File: src/rtl/jtopl_pkg.sv
// Shared field codes, rhythm bit positions and record layouts for the OPL channel register bank.
package jtopl_pkg;
  localparam logic [1:0] FLD_FNUMLO = 2'd0;
  localparam logic [1:0] FLD_FNUMHI = 2'd1;
  localparam logic [1:0] FLD_FBCON  = 2'd2;

  // positions inside rhy_kon = {BD,SD,TOM,TC,HH}
  localparam int BD  = 4;
  localparam int SD  = 3;
  localparam int TOM = 2;
  localparam int TC  = 1;
  localparam int HH  = 0;

  localparam int CHCSRW = 18;
  localparam int WRRECW = 15;

  typedef struct packed {
    logic       kon;
    logic [2:0] block;
    logic [9:0] fnum;
    logic [2:0] fb;
    logic       con;
  } chreg_t;

  typedef struct packed {
    logic [4:0] ch;
    logic [1:0] fld;
    logic [7:0] din;
  } wr_rec_t;

  function automatic chreg_t apply_wr(input chreg_t r, input wr_rec_t w);
    chreg_t n;
    n = r;
    case (w.fld)
      FLD_FNUMLO: n.fnum[7:0] = w.din;
      FLD_FNUMHI: {n.kon, n.block, n.fnum[9:8]} = w.din[5:0];
      FLD_FBCON:  {n.fb, n.con} = w.din[3:0];
      default:    n = r;
    endcase
    return n;
  endfunction
endpackage

File: src/rtl/jtopl_wrfifo.sv
// Synchronous write FIFO; one-cycle write-to-visible, head shown combinationally.
// Caller must not push when full nor pop when empty.
module jtopl_wrfifo #(
  parameter int W     = 15,
  parameter int DEPTH = 4
) (
  input  logic         clk,
  input  logic         rst_n,
  input  logic         push,
  input  logic [W-1:0] din,
  input  logic         pop,
  output logic [W-1:0] dout,
  output logic         full,
  output logic         empty
);
  localparam int AW = $clog2(DEPTH);

  logic [W-1:0] mem [DEPTH];
  logic [AW:0]  wp;
  logic [AW:0]  rp;

  always_ff @(posedge clk) begin
    if (push) mem[wp[AW-1:0]] <= din;
  end

  always_ff @(posedge clk) begin
    if (!rst_n) begin
      wp <= '0;
      rp <= '0;
    end else begin
      if (push) wp <= wp + 1'b1;
      if (pop)  rp <= rp + 1'b1;
    end
  end

  // extra pointer bit distinguishes full from empty
  assign full  = (wp[AW] != rp[AW]) && (wp[AW-1:0] == rp[AW-1:0]);
  assign empty = (wp == rp);
  assign dout  = mem[rp[AW-1:0]];
endmodule

File: src/rtl/jtopl_chreg_bank.sv
// Channel register store with its own slot sequencer; queued host writes land when their channel's modulator slot comes up.
// Optional rhythm key-on override compiled in with JTOPL_RHY_EN.
module jtopl_chreg_bank
  import jtopl_pkg::*;
#(
  parameter int CH     = 9,
  parameter int QDEPTH = 4
) (
  input  logic       clk,
  input  logic       rst_n,
  input  logic       cen,
  input  logic       wr_req,
  output logic       wr_ready,
  input  logic [4:0] wr_ch,
  input  logic [1:0] wr_fld,
  input  logic [7:0] wr_din,
  output logic       busy,
  input  logic       rhy_en,
  input  logic [4:0] rhy_kon,
  output logic       zero,
  output logic [4:0] slot_ch,
  output logic       op,
  output logic       keyon_I,
  output logic [9:0] fnum_I,
  output logic [2:0] block_I,
  output logic [2:0] fb_I,
  output logic       con_I
);
  localparam int SLOTS = 2 * CH;

  logic [5:0] slot;
  logic       cur_op;
  logic [4:0] cur_ch;
  chreg_t     regs [CH];
  chreg_t     cur;
  chreg_t     nxt;
  wr_rec_t    in_rec;
  wr_rec_t    head;
  logic       full, empty, push, pop, wr_valid;
  logic       out_kon, out_con;

  assign cur_op   = (slot >= 6'(CH));
  assign cur_ch   = cur_op ? 5'(slot - 6'(CH)) : slot[4:0];
  assign wr_ready = !full;
  assign busy     = !empty;
  assign wr_valid = (wr_ch < 5'(CH)) && (wr_fld != 2'd3);
  // invalid writes are acknowledged but never queued
  assign push     = wr_req && !full && wr_valid;
  assign in_rec   = wr_rec_t'({wr_ch, wr_fld, wr_din});
  assign pop      = cen && !empty && !cur_op && (head.ch == cur_ch);

  jtopl_wrfifo #(.W(WRRECW), .DEPTH(QDEPTH)) u_fifo (
    .clk   (clk),
    .rst_n (rst_n),
    .push  (push),
    .din   (in_rec),
    .pop   (pop),
    .dout  (head),
    .full  (full),
    .empty (empty)
  );

  always_comb begin
    cur = '0;
    for (int i = 0; i < CH; i++) begin
      if (cur_ch == 5'(i)) cur = regs[i];
    end
    nxt = pop ? apply_wr(cur, head) : cur;
  end

  always_ff @(posedge clk) begin
    if (!rst_n) begin
      for (int i = 0; i < CH; i++) regs[i] <= '0;
    end else if (pop) begin
      for (int i = 0; i < CH; i++) begin
        if (cur_ch == 5'(i)) regs[i] <= nxt;
      end
    end
  end

`ifdef JTOPL_RHY_EN
  logic       rhy_en_q;
  logic [4:0] rhy_kon_q;

  // sampled once per frame so a whole frame sees one rhythm setting
  always_ff @(posedge clk) begin
    if (!rst_n) begin
      rhy_en_q  <= 1'b0;
      rhy_kon_q <= '0;
    end else if (cen && slot == 6'd0) begin
      rhy_en_q  <= rhy_en;
      rhy_kon_q <= rhy_kon;
    end
  end

  always_comb begin
    out_kon = nxt.kon;
    out_con = nxt.con;
    if (rhy_en_q) begin
      case (cur_ch)
        5'd6: out_kon = rhy_kon_q[BD];
        5'd7: begin
          out_kon = cur_op ? rhy_kon_q[SD] : rhy_kon_q[HH];
          out_con = 1'b1;
        end
        5'd8: begin
          out_kon = cur_op ? rhy_kon_q[TC] : rhy_kon_q[TOM];
          out_con = 1'b1;
        end
        default: ;
      endcase
    end
  end
`else
  logic rhy_unused;
  assign rhy_unused = ^{rhy_en, rhy_kon};
  assign out_kon    = nxt.kon;
  assign out_con    = nxt.con;
`endif

  always_ff @(posedge clk) begin
    if (!rst_n) begin
      slot    <= '0;
      zero    <= 1'b0;
      slot_ch <= '0;
      op      <= 1'b0;
      keyon_I <= 1'b0;
      fnum_I  <= '0;
      block_I <= '0;
      fb_I    <= '0;
      con_I   <= 1'b0;
    end else if (cen) begin
      slot    <= (slot == 6'(SLOTS - 1)) ? 6'd0 : slot + 6'd1;
      zero    <= (slot == 6'd0);
      slot_ch <= cur_ch;
      op      <= cur_op;
      keyon_I <= out_kon;
      fnum_I  <= nxt.fnum;
      block_I <= nxt.block;
      fb_I    <= nxt.fb;
      con_I   <= out_con;
    end
  end
endmodule

File: config.mk
export PLATFORM = sky130hd
export DESIGN_NAME = jtopl_chreg_bank
export DESIGN_NICKNAME = d
export VERILOG_FILES = /design/src/rtl/jtopl_pkg.sv /design/src/rtl/jtopl_wrfifo.sv /design/src/rtl/jtopl_chreg_bank.sv
export SDC_FILE = /design/constraint.sdc
export NUM_CORES = 1
export LEC_CHECK = 0
export CORE_ASPECT_RATIO = 2
export CORE_MARGIN = 5
export CORE_UTILIZATION = 50
export CTS_CLUSTER_DIAMETER = 80
export DETAILED_ROUTE_END_ITERATION = 10
export HOLD_SLACK_MARGIN = 0.06
export PLACE_DENSITY = 0.76
export SLEW_MARGIN = 10
export SYNTH_ARGS = -nofsm -noshare
export SYNTH_HDL_FRONTEND = slang
export SYNTH_SLANG_ARGS = --single-unit
File: constraint.sdc
create_clock -name clk -period 6.5 [get_ports clk]
set_input_delay 1.95 -clock clk [delete_from_list [all_inputs] [get_ports clk]]
set_output_delay 1.95 -clock clk [all_outputs]
set_load 0.02 [all_outputs]
# Word-level counts from Yosys, hierarchy flattened
# Memories as Yosys holds them, arrays and structs flattened. A register that Yosys moved wholly into a read port is not among the register bits.
# Index checks and enable logic that the tools add are counted.
[word_totals]
n_memories = 2
mem_bits_rw = 222
output_inout_bits = 27
regBits = 37
[classes]
addsub = 4
n_lt_le_gt_ge = 2
reduce_logical = 13
n_bitwise = 9
n_eq_ne = 16
n_mux = 65
[mem_list]
columns = ["memory", "depth", "word_bits", "rd", "rd_clocked_by_memory_dff", "write_ports", "line_no", "rtl"]
rows = [
  ["regs", 9, 18, 9, 0, 9, "jtopl_chreg_bank.sv:34", "chreg_t regs [CH];"],
  ["u_fifo.mem", 4, 15, 1, 1, 1, "jtopl_wrfifo.sv:18", "logic [W-1:0] mem [DEPTH];"],
]
[ops]
columns = ["operator", "count"]
rows = [
  ["$mux W18", 19],
  ["$mux W1", 39],
  ["$eq A5 B3 Y1 const B", 4],
  ["$mux W6", 2],
  ["$eq A5 B2 Y1 const B", 2],
  ["$or A1 B1 Y1", 9],
  ["$mux W8", 1],
  ["$logic_and A1 B1 Y1", 7],
  ["$add A3 B1 Y3 const B", 2],
  ["$add A6 B1 Y6 const B", 1],
  ["$eq A6 B5 Y1 const B", 1],
  ["$ge A6 B4 Y1 const B", 1],
  ["$logic_not A6 Y1", 1],
  ["$eq A5 B1 Y1 const B", 1],
  ["$eq A5 B4 Y1 const B", 1],
  ["$eq A5 B5 Y1", 1],
  ["$logic_not A5 Y1", 1],
  ["$lt A5 B4 Y1 const B", 1],
  ["$mux W5", 1],
  ["$sub A5 B4 Y5 const B", 1],
  ["$mux W2", 2],
  ["$mux W4", 1],
  ["$eq A3 B3 Y1", 1],
  ["$logic_not A1 Y1", 3],
  ["other kinds (6)", 6],
]

# Longest topological paths before layout
[logic_depth]
word_depth = 15
mapped_depth = 13
depth_no_buf = 9

# Hierarchy
# Synthesis repeated with hierarchy kept, for this count alone.
[unflattened]
hier_cells = 773
area_unflattened_um2 = 11009.3
[by_module_without_submodules]
columns = ["module", "area_per_inst_um2", "n_inst", "cells_each", "seq_area_each_um2"]
rows = [
  ["jtopl_chreg_bank", 8411.8, 1, 654, 5485.3],
  ["jtopl_wrfifo", 2597.5, 1, 119, 1961.9],
]

# Worst setup path before layout
# OpenSTA, ideal clock, no wires.
[synth_timing]
path_type = "input to register"
from = "input port cen"
to = "memory regs[0][0] (netlist name) (enable)"
cell_stages = 6
slack_ns = 1.753
setup_ns = 0.421
path_buffers = 2
arrival_ns = 4.325
path_cell_list = "inv_1 a2111oi_1 o2111ai_1 buf_2 clkbuf_1 o31ai_1"
[synth_lines]
columns = ["element", "line_no", "rtl"]
rows = [
  ["start: declaration", "jtopl_chreg_bank.sv:11", "input logic cen,"],
  ["end: declaration", "jtopl_chreg_bank.sv:34", ""],
]

==> results.json <==
{
  "setup_viol": 0,
  "ir_drop_uv": 280,
  "regToRegSetupSlack_ns": 1.57,
  "tns_ns": 0,
  "ctsResizeCount": 0,
  "top_usage_layer": "met2",
  "yosysUniqueCellTypes": 80,
  "diodes": 0,
  "syn_inst": 809,
  "use_met1": 0.236,
  "drtIter0Drc": 607,
  "path_class": "in2reg",
  "viasPerCell": 6.59,
  "synth_warnings": 0,
  "power_density_nw_per_um2": 273,
  "multi_input_area_um2": 3660,
  "synthFlopType": "edfxtp_1",
  "die_x_um": 117,
  "fill_cells": 1743,
  "tightestPinTransition_ns": 1.16,
  "met2_usage": 0.415,
  "stdcell_area_um2": 12900,
  "hold_buffers": 0,
  "clock.fmax_mhz": 202,
  "clk_latency_ns": 0.53,
  "drive_above_1_share": 0.138,
  "grt_usage": 0.232,
  "async_flop_share": 0,
  "tritoncts": "done",
  "finalCritPeriodShare": 0.762,
  "critPathLaunchType": "input port",
  "synth-edff-count": 222,
  "initial_core_util": 0.504,
  "root_buffer": "clkbuf_16",
  "final_nets": 890,
  "critPathRequiredTime_ns": 6.69,
  "critPathCaptureType": "flop",
  "ys_ff_latch": 261,
  "synth_nets": 843,
  "final_common_cell": "edfxtp_1",
  "yosysSeqAreaShare": 0.655,
  "rsz0062_at_grt": "false",
  "antenna_found_initial": 0,
  "hold_viol_final": 0,
  "rows": 78,
  "p_seq_frac": 0.536,
  "crit_fanout": 20,
  "switchingPower_w": 0.000829,
  "postCtsSetupRepairBufs": 0,
  "place_congestion": 0.900,
  "postSynthAreaPerCell_um2": 14.0,
  "syn_area_um2": 11400,
  "worst-r2r-cell-count": 11,
  "hp-class": "reg2reg",
  "crit_path_start": "cen",
  "fp.coreArea_um2": 22500,
  "via_count": 7592,
  "drc": 0,
  "crit_path_end": "regs[0][160]$_DFFE_PP_",
  "power_frac_clock": 0.374,
  "wl_um": 30000,
  "dpl_cell_area_um2": 12200,
  "period_needed_ns": 4.95,
  "skew_ns": 0.0177,
  "wl_per_cell_um": 26.1,
  "path_clk_slew_ns": 0.07,
  "seqCellArea_um2": 7450,
  "preCtsSetupSlack_ns": 1.06,
  "rr_startpoint": "slot[0]$_SDFFE_PN0P_",
  "p_comb_frac": 0.090,
  "grt_pass1_vias": 7902,
  "dieArea_um2": 26000,
  "die_h_um": 223,
  "clockBufferDepth": 3,
  "cts_num_sinks": 261,
  "maxCapViolCount": 0,
  "slew_violations": 0,
  "areaGrowthSynthToFinish_pct": 13.4,
  "met3_usage": 0.0309,
  "max-slew-margin-rel": 0.226,
  "grt_pass1_wl_um": 45100,
  "detailed_place_hpwl_um": 20700,
  "final_cell_mix": "edfxtp_1, nor2_1, clkdlybuf4s50_1",
  "port_buffers": 45,
  "p_int_w": 0.00269,
  "htree_levels": 1,
  "setup_ws_ns": 1.55,
  "grt_max_degree": 31,
  "cp.arrival_ns": 5.14,
  "cts_buffers": 22,
  "ant_nets": 0,
  "status": "finished, final reports clean",
  "timing.hold.ws_ns": 0.495,
  "total_leakage_power_nw": 4.43,
  "p_sw_frac": 0.235,
  "first_pass_iters": 5,
  "overflow": 0,
  "ios": 52,
  "reg2reg_to": "regs[0][102]$_DFFE_PP_"
}
stage by stage:
stage / utilization / cells / power [W]
floorplan: - / 809 / 0.00210
global placement: 0.540 / 1112 / 0.00223
detailed placement: 0.540 / 1112 / 0.00223
CTS: 0.572 / 1152 / 0.00353
global route: 0.572 / 1152 / 0.00361
finish: 0.572 / 1152 / 0.00352
state kept, by name, summed over array words and instances, names as in the netlist, named ones only:
name / flops
slot_ch: 5
con_I: 1
u_fifo.mem: 60
op: 1
u_fifo.wp: 3
block_I: 3
fnum_I: 10
slot: 6
keyon_I: 1
zero: 1
u_fifo.rp: 3
fb_I: 3
regs: 162
kinds of logic (layout without fill, tap and decap cells):
kind of cell / Yosys count / count (layout) / share of synthesized area
flops: 261 / 261 / 0.655
fa+ha+maj: 9 / 9 / 0.00991
simple gates: 180 / 180 / 0.0868
mux: 29 / 29 / 0.0438
buf+inv: 64 / 127 / 0.0265
compound gates: 250 / 250 / 0.165
xor+xnor: 16 / 16 / 0.0123
power by group through the flow:
stage | Sequential [W] | Clock [W] | Combinational [W]
floorplan | 0.00193 | 0 | 0.000177
global placement | 0.00192 | 0 | 0.000308
detailed placement | 0.00192 | 0 | 0.000313
CTS | 0.00189 | 0.00133 | 0.000314
global route | 0.00189 | 0.00139 | 0.000334
finish | 0.00189 | 0.00132 | 0.000318
worst min-delay path by stage:
stage                         startpoint  slack, ns  depth (start not counted)                        end
2_1_floorplan  u_fifo.rp[2]$_SDFFE_PN0N_       0.47                          2  u_fifo.rp[2]$_SDFFE_PN0N_
3_3_place_gp           zero$_SDFFE_PN0P_       0.48                          2          zero$_SDFFE_PN0P_
3_5_place_dp           zero$_SDFFE_PN0P_       0.49                          2          zero$_SDFFE_PN0P_
4_1_cts          slot_ch[2]$_SDFFE_PN0P_       0.50                          2    slot_ch[2]$_SDFFE_PN0P_
5_1_grt          slot_ch[2]$_SDFFE_PN0P_       0.51                          2    slot_ch[2]$_SDFFE_PN0P_
6_report         slot_ch[2]$_SDFFE_PN0P_       0.49                          2    slot_ch[2]$_SDFFE_PN0P_
worst max-delay path, cell delays in order:
cell	delay [ns]
clkdlybuf4s50_1	0.48
inv_1	0.04
buf_4	0.19
a2111oi_1	0.44
o2111ai_2	0.19
buf_4	0.26
a311o_1	0.67
a211oi_1	0.89
layer usage:
metal,vias up,wire length [um],part of all wire
li1,3356,-,-
met1,3710,9530,0.32
met2,382,16200,0.54
met3,144,1780,0.059
met4,0,2540,0.085
met5,-,0,0
area by class of cell:
| cell class | count | share of cell area |
|---|---|---|
| clock buffer | 30 | 0.0508 |
| inverter | 13 | 0.00378 |
| multi-input combinational | 484 | 0.284 |
| clock inverter | 10 | 0.00466 |
| timing repair buffer | 74 | 0.0518 |
| sequential | 261 | 0.578 |
| tap | 280 | 0.0272 |
cell usage after synthesis (all sizes together) (18+ instances only):
cell | instances | area (um^2)
nand3 | 18 | 90.1
a21oi | 26 | 134
a31oi | 18 | 113
edfxtp | 222 | 6670
o21ai | 46 | 230
buf | 24 | 151
a211oi | 24 | 200
o21a | 19 | 143
nand2 | 21 | 78.8
nor2 | 47 | 181
clkbuf | 27 | 101
dfxtp | 39 | 781
and3 | 27 | 169
Note: power is estimated with default switching activity, not from simulation.
